--- config.mk ---
export PLATFORM = sky130hd
export DESIGN_NAME = eth_rx
export DESIGN_NICKNAME = d
export VERILOG_FILES = /design/src/rtl/eth_pkg.sv /design/src/rtl/eth_crc32_nibble.sv /design/src/rtl/eth_rx.sv
export SDC_FILE = /design/constraint.sdc
export NUM_CORES = 1
export LEC_CHECK = 0
export CAP_MARGIN = 20
export CORE_MARGIN = 5
export CORE_UTILIZATION = 40
export CTS_CLUSTER_DIAMETER = 30
export DETAILED_ROUTE_END_ITERATION = 16
export GPL_TIMING_DRIVEN = 0
export HOLD_SLACK_MARGIN = 0.03
export SLEW_MARGIN = 5
export SYNTH_ARGS = -nofsm -noshare
export SYNTH_HDL_FRONTEND = slang
export SYNTH_SLANG_ARGS = --single-unit
--- constraint.sdc ---
create_clock -name rx_clk -period 1.9 [get_ports rx_clk]
set_input_delay 0.285 -clock rx_clk [delete_from_list [all_inputs] [get_ports rx_clk]]
set_output_delay 0.285 -clock rx_clk [all_outputs]
set_load 0.02 [all_outputs]
--- src/rtl/eth_pkg.sv ---
// Shared types and constants for the Ethernet receive path.
package eth_pkg;

   typedef enum logic [2:0] {
      ST_DROP,
      ST_IDLE,
      ST_PREAMBLE,
      ST_HEADER,
      ST_PAYLOAD
   } eth_rx_state_e;

   localparam logic [47:0] ETH_BROADCAST = 48'hFFFF_FFFF_FFFF;
   localparam int          ETH_HDR_LEN   = 14;

   // CRC register kept MSB-first; wire bits are fed LSB-first, which gives the
   // reflected Ethernet CRC with the classic C704DD7B good-frame residue.
   localparam logic [31:0] CRC32_POLY    = 32'h04C1_1DB7;
   localparam logic [31:0] CRC32_INIT    = 32'hFFFF_FFFF;
   localparam logic [31:0] CRC32_RESIDUE = 32'hC704_DD7B;

endpackage

--- src/rtl/eth_crc32_nibble.sv ---
// Combinational CRC-32 update for one MII nibble (bit 0 first on the wire).
module eth_crc32_nibble
   import eth_pkg::*;
(
   input  logic [31:0] crc_i,
   input  logic [3:0]  nib_i,
   output logic [31:0] crc_o
);

   logic [31:0] c;

   // Four serial LFSR steps, one per nibble bit in wire order.
   always_comb begin
      c = crc_i;
      for (int i = 0; i < 4; i++) begin
         if (c[31] ^ nib_i[i]) c = {c[30:0], 1'b0} ^ CRC32_POLY;
         else                  c = {c[30:0], 1'b0};
      end
      crc_o = c;
   end

endmodule

--- src/rtl/eth_rx.sv ---
// MII receive stage: preamble/SFD strip, header parse + filter, payload to
// byte-wide AXI-Stream. Optional FCS check and strip under `ETH_RX_CRC_EN`.
module eth_rx
   import eth_pkg::*;
#(
   parameter int PROMISC   = 0,
   parameter int MIN_FRAME = 64,
   parameter int MAX_FRAME = 1518
) (
   input  logic        rx_clk,
   input  logic        rst,
   input  logic [3:0]  rxd,
   input  logic        rx_en,
   input  logic [47:0] local_mac,
   output logic [7:0]  m_axis_tdata,
   output logic        m_axis_tvalid,
   output logic        m_axis_tlast,
   output logic        m_axis_tuser,
   output logic [47:0] rx_src_mac,
   output logic [15:0] rx_eth_type,
   output logic        frame_drop
);

   // Delay-line depth: one byte holds back tlast; four more hide the FCS.
`ifdef ETH_RX_CRC_EN
   localparam int DLY = 5;
`else
   localparam int DLY = 1;
`endif
   localparam logic [2:0]  DLY_L    = 3'(DLY);
   localparam logic [10:0] MIN_L    = 11'(MIN_FRAME);
   localparam logic [10:0] MAX_L    = 11'(MAX_FRAME);
   localparam logic [10:0] HDR_LAST = 11'(ETH_HDR_LEN - 1);

   eth_rx_state_e        state_q, state_d;
   logic [3:0]           lo_q, lo_d;        // pending low nibble
   logic                 odd_q, odd_d;      // low nibble held, waiting for high
   logic [10:0]          cnt_q, cnt_d;      // bytes since SFD, saturating
   logic [103:0]         hdr_q, hdr_d;      // first 13 header bytes, oldest on top
   logic [DLY-1:0][7:0]  dly_q, dly_d;      // [0] newest, [DLY-1] oldest
   logic [2:0]           fill_q, fill_d;
   logic                 emit_q, emit_d;    // at least one beat sent this frame
   logic [47:0]          src_q, src_d;
   logic [15:0]          type_q, type_d;
   logic [7:0]           tdata_q, tdata_d;
   logic                 tvalid_q, tvalid_d;
   logic                 tlast_q, tlast_d;
   logic                 tuser_q, tuser_d;
   logic                 drop_q, drop_d;

   logic [7:0]   byte_w;
   logic [111:0] hdr_full_w;
   logic [47:0]  dst_w;
   logic         accept_w;
   logic [10:0]  cnt_inc_w;
   logic         len_err_w;
   logic         crc_err_w;

   assign byte_w     = {rxd, lo_q};
   assign hdr_full_w = {hdr_q, byte_w};
   assign dst_w      = hdr_full_w[111:64];
   assign accept_w   = (PROMISC != 0) || (dst_w == local_mac) || (dst_w == ETH_BROADCAST);
   assign cnt_inc_w  = (cnt_q == 11'h7FF) ? cnt_q : cnt_q + 11'd1;
   assign len_err_w  = (cnt_q < MIN_L) || (cnt_q > MAX_L);

`ifdef ETH_RX_CRC_EN
   logic [31:0] crc_q, crc_d, crc_nxt_w;

   eth_crc32_nibble u_crc (
      .crc_i (crc_q),
      .nib_i (rxd),
      .crc_o (crc_nxt_w)
   );

   assign crc_err_w = (crc_q != CRC32_RESIDUE);
`else
   assign crc_err_w = 1'b0;
`endif

   // Next-state and output decode for the receive FSM.
   always_comb begin
      state_d  = state_q;
      lo_d     = lo_q;
      odd_d    = odd_q;
      cnt_d    = cnt_q;
      hdr_d    = hdr_q;
      dly_d    = dly_q;
      fill_d   = fill_q;
      emit_d   = emit_q;
      src_d    = src_q;
      type_d   = type_q;
      tdata_d  = tdata_q;
      tvalid_d = 1'b0;
      tlast_d  = 1'b0;
      tuser_d  = 1'b0;
      drop_d   = 1'b0;
`ifdef ETH_RX_CRC_EN
      crc_d    = crc_q;
`endif
      unique case (state_q)
         ST_DROP: if (!rx_en) state_d = ST_IDLE;
         // Anything but a preamble nibble mid-burst is ignored until rx_en drops.
         ST_IDLE: if (rx_en) state_d = (rxd == 4'h5) ? ST_PREAMBLE : ST_DROP;
         ST_PREAMBLE: begin
            if (!rx_en) begin
               state_d = ST_IDLE;
            end else if (rxd == 4'hD) begin
               state_d = ST_HEADER;
               odd_d   = 1'b0;
               cnt_d   = '0;
               fill_d  = '0;
               emit_d  = 1'b0;
`ifdef ETH_RX_CRC_EN
               crc_d   = CRC32_INIT;
`endif
            end else if (rxd != 4'h5) begin
               state_d = ST_DROP;
            end
         end
         ST_HEADER: begin
            if (!rx_en) begin
               state_d = ST_IDLE;
               drop_d  = 1'b1;
            end else begin
`ifdef ETH_RX_CRC_EN
               crc_d = crc_nxt_w;
`endif
               if (!odd_q) begin
                  lo_d  = rxd;
                  odd_d = 1'b1;
               end else begin
                  odd_d = 1'b0;
                  cnt_d = cnt_inc_w;
                  hdr_d = {hdr_q[95:0], byte_w};
                  if (cnt_q == HDR_LAST) begin
                     if (accept_w) begin
                        state_d = ST_PAYLOAD;
                        src_d   = hdr_full_w[63:16];
                        type_d  = hdr_full_w[15:0];
                     end else begin
                        state_d = ST_DROP;
                        drop_d  = 1'b1;
                     end
                  end
               end
            end
         end
         ST_PAYLOAD: begin
            if (!rx_en) begin
               state_d = ST_IDLE;
               if (emit_q) begin
                  tvalid_d = 1'b1;
                  tlast_d  = 1'b1;
                  tdata_d  = dly_q[DLY-1];
                  tuser_d  = odd_q | len_err_w | crc_err_w;
               end else begin
                  drop_d = 1'b1;
               end
            end else begin
`ifdef ETH_RX_CRC_EN
               crc_d = crc_nxt_w;
`endif
               if (!odd_q) begin
                  lo_d  = rxd;
                  odd_d = 1'b1;
               end else begin
                  odd_d = 1'b0;
                  cnt_d = cnt_inc_w;
                  if (fill_q == DLY_L) begin
                     tvalid_d = 1'b1;
                     tdata_d  = dly_q[DLY-1];
                     emit_d   = 1'b1;
                  end else begin
                     fill_d = fill_q + 3'd1;
                  end
                  dly_d[0] = byte_w;
                  for (int i = 1; i < DLY; i++) dly_d[i] = dly_q[i-1];
               end
            end
         end
         default: state_d = ST_DROP;
      endcase
   end

   // State and output registers; reset parks in DROP with all outputs low.
   always_ff @(posedge rx_clk) begin
      if (rst) begin
         state_q  <= ST_DROP;
         lo_q     <= '0;
         odd_q    <= 1'b0;
         cnt_q    <= '0;
         hdr_q    <= '0;
         dly_q    <= '0;
         fill_q   <= '0;
         emit_q   <= 1'b0;
         src_q    <= '0;
         type_q   <= '0;
         tdata_q  <= '0;
         tvalid_q <= 1'b0;
         tlast_q  <= 1'b0;
         tuser_q  <= 1'b0;
         drop_q   <= 1'b0;
`ifdef ETH_RX_CRC_EN
         crc_q    <= CRC32_INIT;
`endif
      end else begin
         state_q  <= state_d;
         lo_q     <= lo_d;
         odd_q    <= odd_d;
         cnt_q    <= cnt_d;
         hdr_q    <= hdr_d;
         dly_q    <= dly_d;
         fill_q   <= fill_d;
         emit_q   <= emit_d;
         src_q    <= src_d;
         type_q   <= type_d;
         tdata_q  <= tdata_d;
         tvalid_q <= tvalid_d;
         tlast_q  <= tlast_d;
         tuser_q  <= tuser_d;
         drop_q   <= drop_d;
`ifdef ETH_RX_CRC_EN
         crc_q    <= crc_d;
`endif
      end
   end

   assign m_axis_tdata  = tdata_q;
   assign m_axis_tvalid = tvalid_q;
   assign m_axis_tlast  = tlast_q;
   assign m_axis_tuser  = tuser_q;
   assign rx_src_mac    = src_q;
   assign rx_eth_type   = type_q;
   assign frame_drop    = drop_q;

endmodule

==> reports/metrics.csv <==
stage,metric,value,unit
critical_path,rr_endpoint,rx_src_mac[11],
clocking,cts_root_buffer,clkbuf_16,
logic_synthesis,synth_seq_cells,211,
layout,area_growth,52.0,%
global_routing,grt_pass1_vias,7895,
hold_path,holdCritStartpoint,rxd[2],
clocking,clk_latency,520,ps
clocking,cts.sinks,211,
critical_path,critical_path_arrival,2680,ps
detailed_routing,drt-initial-drc-count,489,
clocking,cts_tree,done,
logic_synthesis,synth_ff_type,dfxtp_1,
die,initial_utilization,40.7,%
power_and_ir_drop,finalPower,12400,uW
global_routing,grt_max_degree,12,
die,placeableCoreArea,0.0211,sq mm
critical_path,worstPathCellList,xor2_4 -> nor4_4 -> nand4_1 -> buf_4 -> o31ai_4 -> buf_6 -> buf_12 -> clkbuf_16 -> nand3_1 -> a21oi_1,
outcome,violations,negative setup slack,
critical_path,start_kind,flip-flop,
critical_path,critPathMaxFanout,6,
clocking,h-tree-depth,2,
detailed_routing,wl_met2,13500,um
hold_path,hold_end,hdr_q[6],
die,die_x,156,um
detailed_routing,num_vias,8210,
placed_design,gp_congestion,0.882,
power_and_ir_drop,irDropWorstVdd,0.563,mV
critical_path,crit_buf_inv,4,
logic_synthesis,synth_top_area_share,49.3,%
logic_synthesis,syn-num-nets,1108,
hold_path,holdPathStages,3,
die,ios,131,
detailed_routing,routed.top_layer,met4,
die,die_h,156,um
critical_path,worst_setup_path_end_kind,flip-flop,
critical_path,cp.depth,10,
hold_path,hold_path_class,input pin to flip-flop,
logic_synthesis,ys_seq_area_share,49.3,%
critical_path,crit_slowest_cell,dfxtp_4,
detailed_routing,detail-route-antenna-nets,0,
critical_path,worst_r2r_path_depth,10,
die,rows,53,
clocking,cts_buffer_depth,3,
global_routing,grt_antenna_before_repair,0,
placed_design,dp_hpwl,18300,um
logic_synthesis,syn_inst,1049,
logic_synthesis,synthArstFlopShare,0,%
logic_synthesis,synth_warnings,0,
clocking,clk_pin_slew,40,ps
clocking,numCtsBuffers,43,
placed_design,place_ws,-1030,ps
critical_path,r2r_slack,-330,ps
layout,drive_gt1_share,23.5,%
detailed_routing,first_pass_iters,5,
detailed_routing,avgRoutedWirePerCell,17.8,um
global_routing,grt.overflow.total,0,
clocking,holdBufCountCts,0,
logic_synthesis,synth_edf_count,0,
power_and_ir_drop,powerDensity,953,mW/mm^2
power_and_ir_drop,p_leak,0.00446,uW
detailed_routing,m1WireLength,12400,um
timing,max-slew-margin-rel,46.0,%
critical_path,r2r_start,hdr_q[67],
critical_path,worst-setup-path-type,flip-flop to flip-flop,
detailed_routing,route.met3.wl,1610,um
logic_synthesis,synth_cell_type_count,50,
timing,min_period,2230,ps
logic_synthesis,synth_most_common_cell,nand2_1,
global_routing,grt_pass1_wl,42900,um
global_routing,track_usage,21.7,%
timing,post-route-period-util,118,%
run,drv_cap,0,
outcome,outcome,finished with violations,
detailed_routing,drc,0,
critical_path,worstPathRequired,2340,ps
layout,fin_nets,1322,
timing,worst_pin_slew,809,ps
timing,fin_ws,-334,ps
logic_synthesis,synth_area_leaders,"dfxtp_1 49%, a21oi_1 11%, nand2_1 10%, xor2_1 5.7%, nand3_1 4.0%",
timing,maxClockFrequency,448,MHz
timing,setup_violations,76,
critical_path,crit_path_max_incr_delay,370,ps
logic_synthesis,syn_area_per_cell,8.17,sq um
die,die_area,0.0245,sq mm
timing,rsz0062_at_grt,true,
detailed_routing,via_per_inst,5.25,
timing,fin_skew,16.9,ps
critical_path,cp_top_family,buffers and inverters,
logic_synthesis,synth_area,0.00857,sq mm
placed_design,portBuffers,129,
detailed_routing,totalWireLength,27900,um
logic_synthesis,yosysTopAreaCell,dfxtp_1,
timing,fin_tns_setup,-19510,ps
layout,diodes,0,
logic_synthesis,synthTopCellsByCount,"236 x nand2_1, 211 x dfxtp_1, 183 x a21oi_1, 68 x nand3_1, 56 x xor2_1",
timing,hold_viol,0,
timing,maxSlewViolCount,0,
## flip-flops by register name (all words and copies together), names as in the netlist
name / flops
lo_q: 4
m_axis_tdata: 8
m_axis_tuser: 1
odd_q: 1
hdr_q: 104
dly_q: 8
cnt_q: 11
state_q: 3
fill_q: 3
emit_q: 1
m_axis_tvalid: 1
frame_drop: 1
rx_src_mac: 48
rx_eth_type: 16
m_axis_tlast: 1
## worst reg2reg max path, stage by stage (launching register included)
cell and delay (ps):
dfxtp_4 370, xor2_4 160, nor4_4 310, nand4_1 160
buf_4 180, o31ai_4 300, buf_6 170, buf_12 150
clkbuf_16 150, nand3_1 70, a21oi_1 120
## through the flow
step / hold slack, ps / utilization [%] / instance area (sq um) / instances
floorplan: 421 / - / 8570 / 1049
global placement: 447 / 48.4 / 10200 / 1453
detailed placement: 455 / 48.4 / 10200 / 1453
CTS: 338 / 59.2 / 12500 / 1558
global route: 228 / 61.8 / 13000 / 1565
finish: 222 / 61.8 / 13000 / 1565
## placed cells by master (no fill, tap or decap), types with 14 or more instances in the layout
cell             instances
nand3_1                 25
clkdlybuf4s50_1        124
dfxtp_2                 22
nand2_1                235
nand4_1                 21
nor2_1                  35
a21oi_2                 29
clkbuf_1                33
clkbuf_16               47
a21oi_1                154
clkbuf_8                14
xor2_1                  53
nand3_2                 36
buf_6                   22
dfxtp_1                181
buf_4                   31
o21ai_1                 49
## layout make-up
class                   instances  area [sq um]
fillers                      1834          8060
multi-input cells             754          4590
flip-flops and latches        211          4280
repair buffers                171          1760
clock buffers                  60          1230
plain buffers                  78           596
well taps                     275           344
clock inverters                12           218
inverters                       4          15.0
## worst max path at each step
stage                  start              to  slack [ps]
2_1_floorplan     state_q[2]        cnt_q[8]          10
3_3_place_gp    local_mac[0]   rx_src_mac[6]       -1070
3_5_place_dp   local_mac[11]  rx_src_mac[39]       -1030
4_1_cts            hdr_q[64]  rx_src_mac[13]        -260
5_1_grt            hdr_q[67]  rx_src_mac[33]        -470
6_report           hdr_q[67]  rx_src_mac[11]        -330
## logic make-up after synthesis
kind of cell             after synthesis  share of synthesized area (%)
AO/OA/AOI/OAI                        268                           16.5
XOR/XNOR                              57                           5.82
adder cells (fa/ha/maj)                4                          0.584
buffers and inverters                 84                           4.48
flip-flops                           211                           49.3
multiplexers                          14                           1.69
AND/OR/NAND/NOR                      411                           21.7
## layer usage
layer  global-route usage, %  vias up
li1                        -     4046
met1                    28.9     3897
met2                    35.9      230
met3                    4.48       37
met4                    5.83        0
met5                       0        -
## power breakdown
part	switching, uW	internal (uW)
registers	17.0	4450
clock network	2310	5140
logic	293	214
total	2620	9800
## timing repair
| action | CTS | global route |
|---|---|---|
| pin swaps | 38 | 44 |
| setup endpoints to repair | 169 | 148 |
| buffers inserted | 29 | 5 |
| cloned | 5 | 3 |
| resized for setup | 193 | 119 |
(Power assumes the default switching activity.)
